File: src/rtl/ls_buffer_if.sv
// Bundle of all decoder/ROB, CDB and memory-controller signals of the load/store buffer.
// The slave side is the buffer itself; the master side is whoever drives the buffer.
interface ls_buffer_if #(
  parameter int ROB_W  = 4,
  parameter int DATA_W = 32
);
  logic              in_flush;
  logic              in_valid;
  logic [ROB_W-1:0]  in_rob_tag;
  logic              in_is_store;
  logic [1:0]        in_width;
  logic              in_signed;
  logic [DATA_W-1:0] in_imm;
  logic [ROB_W-1:0]  in_base_tag;
  logic [DATA_W-1:0] in_base_val;
  logic [ROB_W-1:0]  in_data_tag;
  logic [DATA_W-1:0] in_data_val;
  logic              out_full;
  logic [ROB_W-1:0]  in_cdb_tag;
  logic [DATA_W-1:0] in_cdb_value;
  logic [ROB_W-1:0]  in_commit_tag;
  logic              out_mem_req;
  logic              out_mem_we;
  logic [DATA_W-1:0] out_mem_addr;
  logic [DATA_W-1:0] out_mem_wdata;
  logic [1:0]        out_mem_width;
  logic              in_mem_done;
  logic [DATA_W-1:0] in_mem_rdata;
  logic [ROB_W-1:0]  out_ls_tag;
  logic [DATA_W-1:0] out_ls_value;

  modport master (
    output in_flush, in_valid, in_rob_tag, in_is_store, in_width, in_signed, in_imm,
           in_base_tag, in_base_val, in_data_tag, in_data_val, in_cdb_tag, in_cdb_value,
           in_commit_tag, in_mem_done, in_mem_rdata,
    input  out_full, out_mem_req, out_mem_we, out_mem_addr, out_mem_wdata, out_mem_width,
           out_ls_tag, out_ls_value
  );

  modport slave (
    input  in_flush, in_valid, in_rob_tag, in_is_store, in_width, in_signed, in_imm,
           in_base_tag, in_base_val, in_data_tag, in_data_val, in_cdb_tag, in_cdb_value,
           in_commit_tag, in_mem_done, in_mem_rdata,
    output out_full, out_mem_req, out_mem_we, out_mem_addr, out_mem_wdata, out_mem_width,
           out_ls_tag, out_ls_value
  );
endinterface

File: src/rtl/ls_buffer.sv
// In-order load/store buffer: snoops the ALU CDB for operands, issues the head entry to memory,
// broadcasts load results and store-ready notices, and keeps committed stores across a flush.
module ls_buffer #(
  parameter int LSB_SIZE = 8,
  parameter int ROB_W    = 4,
  parameter int DATA_W   = 32
) (
  input  logic        clk,
  input  logic        rst,
  ls_buffer_if.slave  bus
);
  localparam int PTR_W = $clog2(LSB_SIZE);
  localparam int CNT_W = PTR_W + 1;

  typedef enum logic {IDLE, BUSY} state_t;

  state_t              state_reg;
  logic [PTR_W-1:0]    head_reg;
  logic [PTR_W-1:0]    tail_reg;
  logic [CNT_W-1:0]    count_reg;
  logic                discard_reg;
  logic                busy_store_reg;

  logic [LSB_SIZE-1:0] valid_reg;
  logic [LSB_SIZE-1:0] store_reg;
  logic [LSB_SIZE-1:0] sgn_reg;
  logic [LSB_SIZE-1:0] committed_reg;
  logic [LSB_SIZE-1:0] notified_reg;
  logic [ROB_W-1:0]    tag_reg      [LSB_SIZE];
  logic [1:0]          width_reg    [LSB_SIZE];
  logic [DATA_W-1:0]   imm_reg      [LSB_SIZE];
  logic [ROB_W-1:0]    base_tag_reg [LSB_SIZE];
  logic [DATA_W-1:0]   base_val_reg [LSB_SIZE];
  logic [ROB_W-1:0]    data_tag_reg [LSB_SIZE];
  logic [DATA_W-1:0]   data_val_reg [LSB_SIZE];

  logic                mem_req_reg;
  logic                mem_we_reg;
  logic [DATA_W-1:0]   mem_addr_reg;
  logic [DATA_W-1:0]   mem_wdata_reg;
  logic [1:0]          mem_width_reg;
  logic [ROB_W-1:0]    ls_tag_reg;
  logic [DATA_W-1:0]   ls_value_reg;

  logic [LSB_SIZE-1:0] base_hit;
  logic [LSB_SIZE-1:0] data_hit;
  logic [LSB_SIZE-1:0] commit_hit;
  logic [LSB_SIZE-1:0] ready;
  logic [PTR_W-1:0]    age [LSB_SIZE];

  logic                full;
  logic                alloc;
  logic                retire;
  logic                issue_ok;
  logic                load_result;
  logic                busy_load;
  logic                notice_found;
  logic [PTR_W-1:0]    notice_idx;
  logic [CNT_W-1:0]    keep_cnt;
  logic [CNT_W-1:0]    keep_final;
  logic [ROB_W-1:0]    alloc_base_tag;
  logic [DATA_W-1:0]   alloc_base_val;
  logic [ROB_W-1:0]    alloc_data_tag;
  logic [DATA_W-1:0]   alloc_data_val;

  function automatic logic [DATA_W-1:0] extend(input logic [DATA_W-1:0] raw,
                                               input logic [1:0] width,
                                               input logic sgn);
    case (width)
      2'd0:    extend = {{(DATA_W-8){sgn & raw[7]}}, raw[7:0]};
      2'd1:    extend = {{(DATA_W-16){sgn & raw[15]}}, raw[15:0]};
      default: extend = raw;
    endcase
  endfunction

  generate
    for (genvar gi = 0; gi < LSB_SIZE; gi++) begin : g_entry
      assign base_hit[gi]   = valid_reg[gi] && (bus.in_cdb_tag != '0) &&
                              (base_tag_reg[gi] == bus.in_cdb_tag);
      assign data_hit[gi]   = valid_reg[gi] && (bus.in_cdb_tag != '0) &&
                              (data_tag_reg[gi] == bus.in_cdb_tag);
      assign commit_hit[gi] = valid_reg[gi] && (bus.in_commit_tag != '0) &&
                              (tag_reg[gi] == bus.in_commit_tag);
      assign ready[gi]      = (base_tag_reg[gi] == '0) && (data_tag_reg[gi] == '0);
      assign age[gi]        = PTR_W'(gi) - head_reg;
    end
  endgenerate

  assign full      = (count_reg == CNT_W'(LSB_SIZE));
  assign alloc     = bus.in_valid && !full && !bus.in_flush;
  assign retire    = (state_reg == BUSY) && bus.in_mem_done;
  assign busy_load = (state_reg == BUSY) && !busy_store_reg;
  assign load_result = retire && !busy_store_reg && !discard_reg;

  // Loads wait only on the base; stores need the ROB commit, which implies ready operands.
  assign issue_ok = (state_reg == IDLE) && valid_reg[head_reg] &&
                    (store_reg[head_reg] ? committed_reg[head_reg]
                                         : (base_tag_reg[head_reg] == '0) && !bus.in_flush);

  // A new op may name the tag being broadcast right now; take the value directly.
  always_comb begin
    alloc_base_tag = bus.in_base_tag;
    alloc_base_val = bus.in_base_val;
    alloc_data_tag = bus.in_data_tag;
    alloc_data_val = bus.in_data_val;
    if (bus.in_cdb_tag != '0 && bus.in_base_tag == bus.in_cdb_tag) begin
      alloc_base_tag = '0;
      alloc_base_val = bus.in_cdb_value;
    end
    if (bus.in_cdb_tag != '0 && bus.in_data_tag == bus.in_cdb_tag) begin
      alloc_data_tag = '0;
      alloc_data_val = bus.in_cdb_value;
    end
  end

  // Age-ordered scan: oldest un-notified ready store, and the committed run from head.
  always_comb begin
    logic [PTR_W-1:0] idx;
    logic             run;
    notice_found = 1'b0;
    notice_idx   = '0;
    keep_cnt     = '0;
    run          = 1'b1;
    idx          = '0;
    for (int a = 0; a < LSB_SIZE; a++) begin
      idx = head_reg + PTR_W'(a);
      if (!notice_found && valid_reg[idx] && store_reg[idx] && ready[idx] && !notified_reg[idx]) begin
        notice_found = 1'b1;
        notice_idx   = idx;
      end
      if (run && valid_reg[idx] && (committed_reg[idx] || commit_hit[idx]))
        keep_cnt = keep_cnt + CNT_W'(1);
      else
        run = 1'b0;
    end
    keep_final = busy_load ? CNT_W'(1) : keep_cnt;
  end

  always_ff @(posedge clk) begin
    if (rst) begin
      state_reg      <= IDLE;
      head_reg       <= '0;
      tail_reg       <= '0;
      count_reg      <= '0;
      discard_reg    <= 1'b0;
      busy_store_reg <= 1'b0;
      valid_reg      <= '0;
      committed_reg  <= '0;
      notified_reg   <= '0;
      mem_req_reg    <= 1'b0;
      mem_we_reg     <= 1'b0;
      mem_addr_reg   <= '0;
      mem_wdata_reg  <= '0;
      mem_width_reg  <= '0;
      ls_tag_reg     <= '0;
      ls_value_reg   <= '0;
    end else begin
      mem_req_reg  <= 1'b0;
      ls_tag_reg   <= '0;
      ls_value_reg <= '0;

      for (int i = 0; i < LSB_SIZE; i++) begin
        if (base_hit[i]) begin
          base_tag_reg[i] <= '0;
          base_val_reg[i] <= bus.in_cdb_value;
        end
        if (data_hit[i]) begin
          data_tag_reg[i] <= '0;
          data_val_reg[i] <= bus.in_cdb_value;
        end
        if (commit_hit[i])
          committed_reg[i] <= 1'b1;
      end

      if (notice_found && !load_result && !bus.in_flush) begin
        ls_tag_reg                <= tag_reg[notice_idx];
        notified_reg[notice_idx]  <= 1'b1;
      end

      if (retire) begin
        valid_reg[head_reg]     <= 1'b0;
        committed_reg[head_reg] <= 1'b0;
        notified_reg[head_reg]  <= 1'b0;
        head_reg                <= head_reg + PTR_W'(1);
        state_reg               <= IDLE;
        discard_reg             <= 1'b0;
        if (load_result) begin
          ls_tag_reg   <= tag_reg[head_reg];
          ls_value_reg <= extend(bus.in_mem_rdata, width_reg[head_reg], sgn_reg[head_reg]);
        end
      end

      if (issue_ok) begin
        state_reg      <= BUSY;
        mem_req_reg    <= 1'b1;
        mem_we_reg     <= store_reg[head_reg];
        mem_addr_reg   <= base_val_reg[head_reg] + imm_reg[head_reg];
        mem_wdata_reg  <= data_val_reg[head_reg];
        mem_width_reg  <= width_reg[head_reg];
        busy_store_reg <= store_reg[head_reg];
      end

      if (alloc) begin
        valid_reg[tail_reg]     <= 1'b1;
        store_reg[tail_reg]     <= bus.in_is_store;
        sgn_reg[tail_reg]       <= bus.in_signed;
        committed_reg[tail_reg] <= 1'b0;
        notified_reg[tail_reg]  <= 1'b0;
        tag_reg[tail_reg]       <= bus.in_rob_tag;
        width_reg[tail_reg]     <= bus.in_width;
        imm_reg[tail_reg]       <= bus.in_imm;
        base_tag_reg[tail_reg]  <= alloc_base_tag;
        base_val_reg[tail_reg]  <= alloc_base_val;
        data_tag_reg[tail_reg]  <= alloc_data_tag;
        data_val_reg[tail_reg]  <= alloc_data_val;
        tail_reg                <= tail_reg + PTR_W'(1);
      end

      count_reg <= count_reg + CNT_W'(alloc) - CNT_W'(retire);

      // Keep the committed run (or the in-flight load, retired silently later); drop the rest.
      if (bus.in_flush) begin
        for (int i = 0; i < LSB_SIZE; i++) begin
          if ({1'b0, age[i]} >= keep_final)
            valid_reg[i] <= 1'b0;
        end
        tail_reg     <= head_reg + keep_final[PTR_W-1:0];
        count_reg    <= keep_final - CNT_W'(retire);
        ls_tag_reg   <= '0;
        ls_value_reg <= '0;
        if (busy_load && !retire)
          discard_reg <= 1'b1;
      end
    end
  end

  assign bus.out_full      = full;
  assign bus.out_mem_req   = mem_req_reg;
  assign bus.out_mem_we    = mem_we_reg;
  assign bus.out_mem_addr  = mem_addr_reg;
  assign bus.out_mem_wdata = mem_wdata_reg;
  assign bus.out_mem_width = mem_width_reg;
  assign bus.out_ls_tag    = ls_tag_reg;
  assign bus.out_ls_value  = ls_value_reg;
endmodule

File: src/flat_wrapper.sv
// flat-port wrapper written by rule: the top's interface ports become plain ports
module ls_buffer_flat 
#(
  parameter int LSB_SIZE = 8,
  parameter int ROB_W    = 4,
  parameter int DATA_W   = 32
)
  (clk, rst, bus_in_flush, bus_in_valid, bus_in_rob_tag, bus_in_is_store, bus_in_width, bus_in_signed, bus_in_imm, bus_in_base_tag, bus_in_base_val, bus_in_data_tag, bus_in_data_val, bus_in_cdb_tag, bus_in_cdb_value, bus_in_commit_tag, bus_in_mem_done, bus_in_mem_rdata, bus_out_full, bus_out_mem_req, bus_out_mem_we, bus_out_mem_addr, bus_out_mem_wdata, bus_out_mem_width, bus_out_ls_tag, bus_out_ls_value);
  ls_buffer_if #(.ROB_W(ROB_W), .DATA_W(DATA_W)) bus_i ();
  input  logic clk;
  input  logic rst;
  input wire logic [$bits(bus_i.in_flush)-1:0] bus_in_flush;
  input wire logic [$bits(bus_i.in_valid)-1:0] bus_in_valid;
  input wire logic [$bits(bus_i.in_rob_tag)-1:0] bus_in_rob_tag;
  input wire logic [$bits(bus_i.in_is_store)-1:0] bus_in_is_store;
  input wire logic [$bits(bus_i.in_width)-1:0] bus_in_width;
  input wire logic [$bits(bus_i.in_signed)-1:0] bus_in_signed;
  input wire logic [$bits(bus_i.in_imm)-1:0] bus_in_imm;
  input wire logic [$bits(bus_i.in_base_tag)-1:0] bus_in_base_tag;
  input wire logic [$bits(bus_i.in_base_val)-1:0] bus_in_base_val;
  input wire logic [$bits(bus_i.in_data_tag)-1:0] bus_in_data_tag;
  input wire logic [$bits(bus_i.in_data_val)-1:0] bus_in_data_val;
  input wire logic [$bits(bus_i.in_cdb_tag)-1:0] bus_in_cdb_tag;
  input wire logic [$bits(bus_i.in_cdb_value)-1:0] bus_in_cdb_value;
  input wire logic [$bits(bus_i.in_commit_tag)-1:0] bus_in_commit_tag;
  input wire logic [$bits(bus_i.in_mem_done)-1:0] bus_in_mem_done;
  input wire logic [$bits(bus_i.in_mem_rdata)-1:0] bus_in_mem_rdata;
  output wire logic [$bits(bus_i.out_full)-1:0] bus_out_full;
  output wire logic [$bits(bus_i.out_mem_req)-1:0] bus_out_mem_req;
  output wire logic [$bits(bus_i.out_mem_we)-1:0] bus_out_mem_we;
  output wire logic [$bits(bus_i.out_mem_addr)-1:0] bus_out_mem_addr;
  output wire logic [$bits(bus_i.out_mem_wdata)-1:0] bus_out_mem_wdata;
  output wire logic [$bits(bus_i.out_mem_width)-1:0] bus_out_mem_width;
  output wire logic [$bits(bus_i.out_ls_tag)-1:0] bus_out_ls_tag;
  output wire logic [$bits(bus_i.out_ls_value)-1:0] bus_out_ls_value;
  assign bus_i.in_flush = bus_in_flush;
  assign bus_i.in_valid = bus_in_valid;
  assign bus_i.in_rob_tag = bus_in_rob_tag;
  assign bus_i.in_is_store = bus_in_is_store;
  assign bus_i.in_width = bus_in_width;
  assign bus_i.in_signed = bus_in_signed;
  assign bus_i.in_imm = bus_in_imm;
  assign bus_i.in_base_tag = bus_in_base_tag;
  assign bus_i.in_base_val = bus_in_base_val;
  assign bus_i.in_data_tag = bus_in_data_tag;
  assign bus_i.in_data_val = bus_in_data_val;
  assign bus_i.in_cdb_tag = bus_in_cdb_tag;
  assign bus_i.in_cdb_value = bus_in_cdb_value;
  assign bus_i.in_commit_tag = bus_in_commit_tag;
  assign bus_i.in_mem_done = bus_in_mem_done;
  assign bus_i.in_mem_rdata = bus_in_mem_rdata;
  assign bus_out_full = bus_i.out_full;
  assign bus_out_mem_req = bus_i.out_mem_req;
  assign bus_out_mem_we = bus_i.out_mem_we;
  assign bus_out_mem_addr = bus_i.out_mem_addr;
  assign bus_out_mem_wdata = bus_i.out_mem_wdata;
  assign bus_out_mem_width = bus_i.out_mem_width;
  assign bus_out_ls_tag = bus_i.out_ls_tag;
  assign bus_out_ls_value = bus_i.out_ls_value;
  ls_buffer #(.LSB_SIZE(LSB_SIZE), .ROB_W(ROB_W), .DATA_W(DATA_W)) u_core (.clk(clk), .rst(rst), .bus(bus_i));
endmodule
File: config.mk
export PLATFORM = sky130hd
export DESIGN_NAME = ls_buffer_flat
export DESIGN_NICKNAME = d
export VERILOG_FILES = /design/src/rtl/ls_buffer_if.sv /design/src/rtl/ls_buffer.sv /design/src/flat_wrapper.sv
export SDC_FILE = /design/constraint.sdc
export NUM_CORES = 2
export LEC_CHECK = 0
export CAP_MARGIN = 15
export CORE_ASPECT_RATIO = 0.5
export CORE_MARGIN = 10
export CORE_UTILIZATION = 30
export CTS_CLUSTER_DIAMETER = 120
export DETAILED_ROUTE_END_ITERATION = 8
export GPL_TIMING_DRIVEN = 0
export PLACE_DENSITY = 0.49
export RECOVER_POWER = 50
export SYNTH_ARGS = -nofsm -noshare
export SYNTH_HDL_FRONTEND = slang
export SYNTH_SLANG_ARGS = --single-unit
File: constraint.sdc
create_clock -name clk -period 7.7 [get_ports clk]
set_clock_uncertainty 0.2 [all_clocks]
set_input_delay 1.54 -clock clk [delete_from_list [all_inputs] [get_ports clk]]
set_output_delay 1.54 -clock clk [all_outputs]
set_load 0.03 [all_outputs]
==> metrics <==
outcome=finished, violations left; failing checks=capacitance limit, slew limit; Post-synth EDFFs=896; vias after detailed routing=32,200; RSZ-0062 raised after global routing=yes; CTS tree=yes; first-pass GRT wire length=approximately 240,000 um; Seq cells post-synth=1,039; largest net degree at the start of global routing=42; Vias/cell=5.19; initial antenna violation count=33; PortBufs=287; worst reg2reg startpoint=u_core.head_reg[0]$_SDFFE_PP0P_; crit-path most repeated cell=ha_4; Clock Latency Late Sink=between 700 and 800 ps; Layout area overhead=22.2%; standard-cell rows=106; Post-route DRC=0; setup tns final=0 ps; Synth Net Count=3,624; fin nets=4,105; Post-Syn Area=~0.051 mm2; power density cells=199 mW/mm2; vias in the first global route=33,100; sw frac=0.220; min-delay src=u_core.bus.out_mem_addr[0]$_SDFFE_PP0P_; Power Total=12.3 mW; Worst Setup SP=bus_in_commit_tag[2]; Worst VDD drop=~0.00016 V; DPL Wire Length=124,000 um; die span in y=311 um; CP Launch Type=input pin; Final Util=0.370; Mapped Cells=3,364; Leak=19.9 nW; slowest stage delay, CP=around 570 ps; Num CTS Buffers=~110; worst-margin pin slew=3790 ps; HP Class=register to register; final period utilization=0.989; clock share of power=0.441; Initial Util=0.303; Internal Power=9.61 mW; Final Max Slew Viols=212; Combinational Power Share=0.059; gp weighted congestion=0.837; syn_area_per_cell=around 15 um2; Core ar.=0.167 mm2; most used flip-flop cell after synthesis=edfxtp_1; slowest cell on the critical path=mux4_2; initial drt markers=2,924; DRT Wirelength=172,000 um; Slew HR=-1.53; grt ovf=0; ANT nets after route=0; WP data arrival=~8000 ps; Synth area leaders=edfxtp_1 (53%), mux2_2 (13%), mux4_2 (10%); register area share after synthesis=0.588; I/O Pins=slightly below 300; required time of the worst setup path=between 8000 and 9000 ps; Wirelength per Cell=27.6 um; drt pass-1 iters=5; CP Class=input pin to register; Flop pwr share=0.501; WP buf/inv=3; Max Cap Violations=9; clock slew at the register clock pins of the worst setup and hold paths=60 ps; synth unique cells=84; Synth top area share=0.531; share of layout cells above drive strength 1=0.304; area of the die=0.187 mm2; die width=roughly 600 um; ys async rst share=0; Top delay family on crit path=adder cells; sw power=about 2.7 mW; Hold Vio Cnt, Final=0; largest area contributor in the netlist=edfxtp_1; cell chosen for the clock root=clkbuf_16; worst-path fanout max=5; H-tree depth=3; Final Setup Violations=0; fin crit period=~7600 ps; clk sinks=1,039; clock buffer depth=3; Synth Warn #=0; CP Capture Type=register; fmax=131 MHz; Min Hold Slack=247 ps; GRT Overall Usage=0.177
-- layout make-up --
class | count | area (um2)
Clock buffer | 147 | 3050
Timing Repair Buffer | 374 | 4070
Sequential cell | 1039 | 29800
Tap cell | 2268 | 2840
Inverter | 54 | 215
Clock inverter | 52 | 592
Multi-Input combinational cell | 2054 | 20400
Buffer | 216 | 922
Fill cell | 15900 | 106000
Antenna cell | 11 | 27.5
-- worst min-delay path, delay by kind of cell (launching register included) --
| family | cells | cell delay (ps) |
|---|---|---|
| flip-flops | 1 | 300 |
| AND/OR/NAND/NOR | 1 | 50 |
| AO/OA/AOI/OAI | 1 | 50 |
-- cell usage in the layout, fill, tap and decap left out, types with 30 or more instances in the layout --
master	synthesis	final
mux2_2	585	584
inv_1	49	38
nor2_1	168	163
o21ai_0	65	44
clkdlybuf4s50_1	0	137
xnor2_1	97	95
clkbuf_16	0	108
mux2i_1	43	43
nor3_1	34	34
nand2_1	237	236
a311oi_1	32	32
clkbuf_1	142	165
xor2_1	33	32
edfxtp_1	896	896
mux4_2	233	235
buf_4	1	30
dlygate4sd3_1	0	148
buf_1	65	54
ha_1	67	55
a21oi_1	111	102
dfxtp_1	143	141
-- per-stage QoR --
stage,worst slack [ps],area [um2],instances
6_report,88.0,61900,6215
5_1_grt,-107,61900,6211
4_1_cts,3.09,61600,6181
3_5_place_dp,-1540,57600,5966
3_3_place_gp,-3250,56400,5919
2_1_floorplan,-31.5,50700,3364
-- what timing repair did --
item,in CTS,in global routing
hold buffers,0,0
pin swaps,22,30
gates cloned,2,1
gates resized for setup,58,61
endpoints found under the setup margin,20,19
setup buffers,14,13
-- power by group through the flow --
stage	clock (mW)	sequential, mW	combinational (mW)
after floorplan	0	6.29	0.370
after global placement	0	6.29	0.695
after detailed placement	0	6.29	0.724
after CTS	5.53	6.17	0.731
after global routing	5.76	6.16	0.779
final	5.43	6.17	0.723
-- Yosys cell counts (9+ instances only) --
master and count:
edfxtp_1 896, mux2_2 585, nand2_1 237, mux4_2 233, nor2_1 168, dfxtp_1 143, clkbuf_1 142, a21oi_1 111
xnor2_1 97, ha_1 67, buf_1 65, o21ai_0 65, inv_1 49, mux2i_1 43, nor3_1 34, xor2_1 33
a311oi_1 32, nand3_1 28, nand2b_1 23, nor4_1 23, a21o_1 22, nand4_1 20, and2_1 15, and3_1 15
a211oi_1 13, or3_1 12, or4_1 12, nor2b_1 11, o21a_1 10, a41oi_1 9
-- routing by layer --
metal	routed length (um)	GRT usage
met1	73300	0.235
met2	85300	0.305
met3	8640	0.0273
met4	4320	0.0423
met5	65	0
-- cells by family (layout without fill, tap and decap cells) --
logic type	after synthesis	count (layout)	share of synthesized area
flip-flops	1039	1039	0.588
multiplexers	867	868	0.245
AND/OR/NAND/NOR	640	640	0.0591
AO/OA/AOI/OAI	344	344	0.0460
buffers and inverters	272	843	0.0209
XOR/XNOR	131	131	0.0229
adder cells (fa/ha/maj)	71	71	0.0181
other	0	11	0
-- path summary, 6_finish.rpt --
check / endpoint / slack [ps] / depth (start not counted)
worst min register to register: u_core.bus.out_mem_addr[0]$_SDFFE_PP0P_ / 250 / 2
worst max register to register: u_core.tail_reg[2]$_SDFFE_PP0P_ / 180 / 35
worst max-delay path: u_core.tail_reg[2]$_SDFFE_PP0P_ / 90 / 33
worst min-delay path: u_core.bus.out_mem_addr[0]$_SDFFE_PP0P_ / 250 / 2
(Power assumes the default switching activity.)
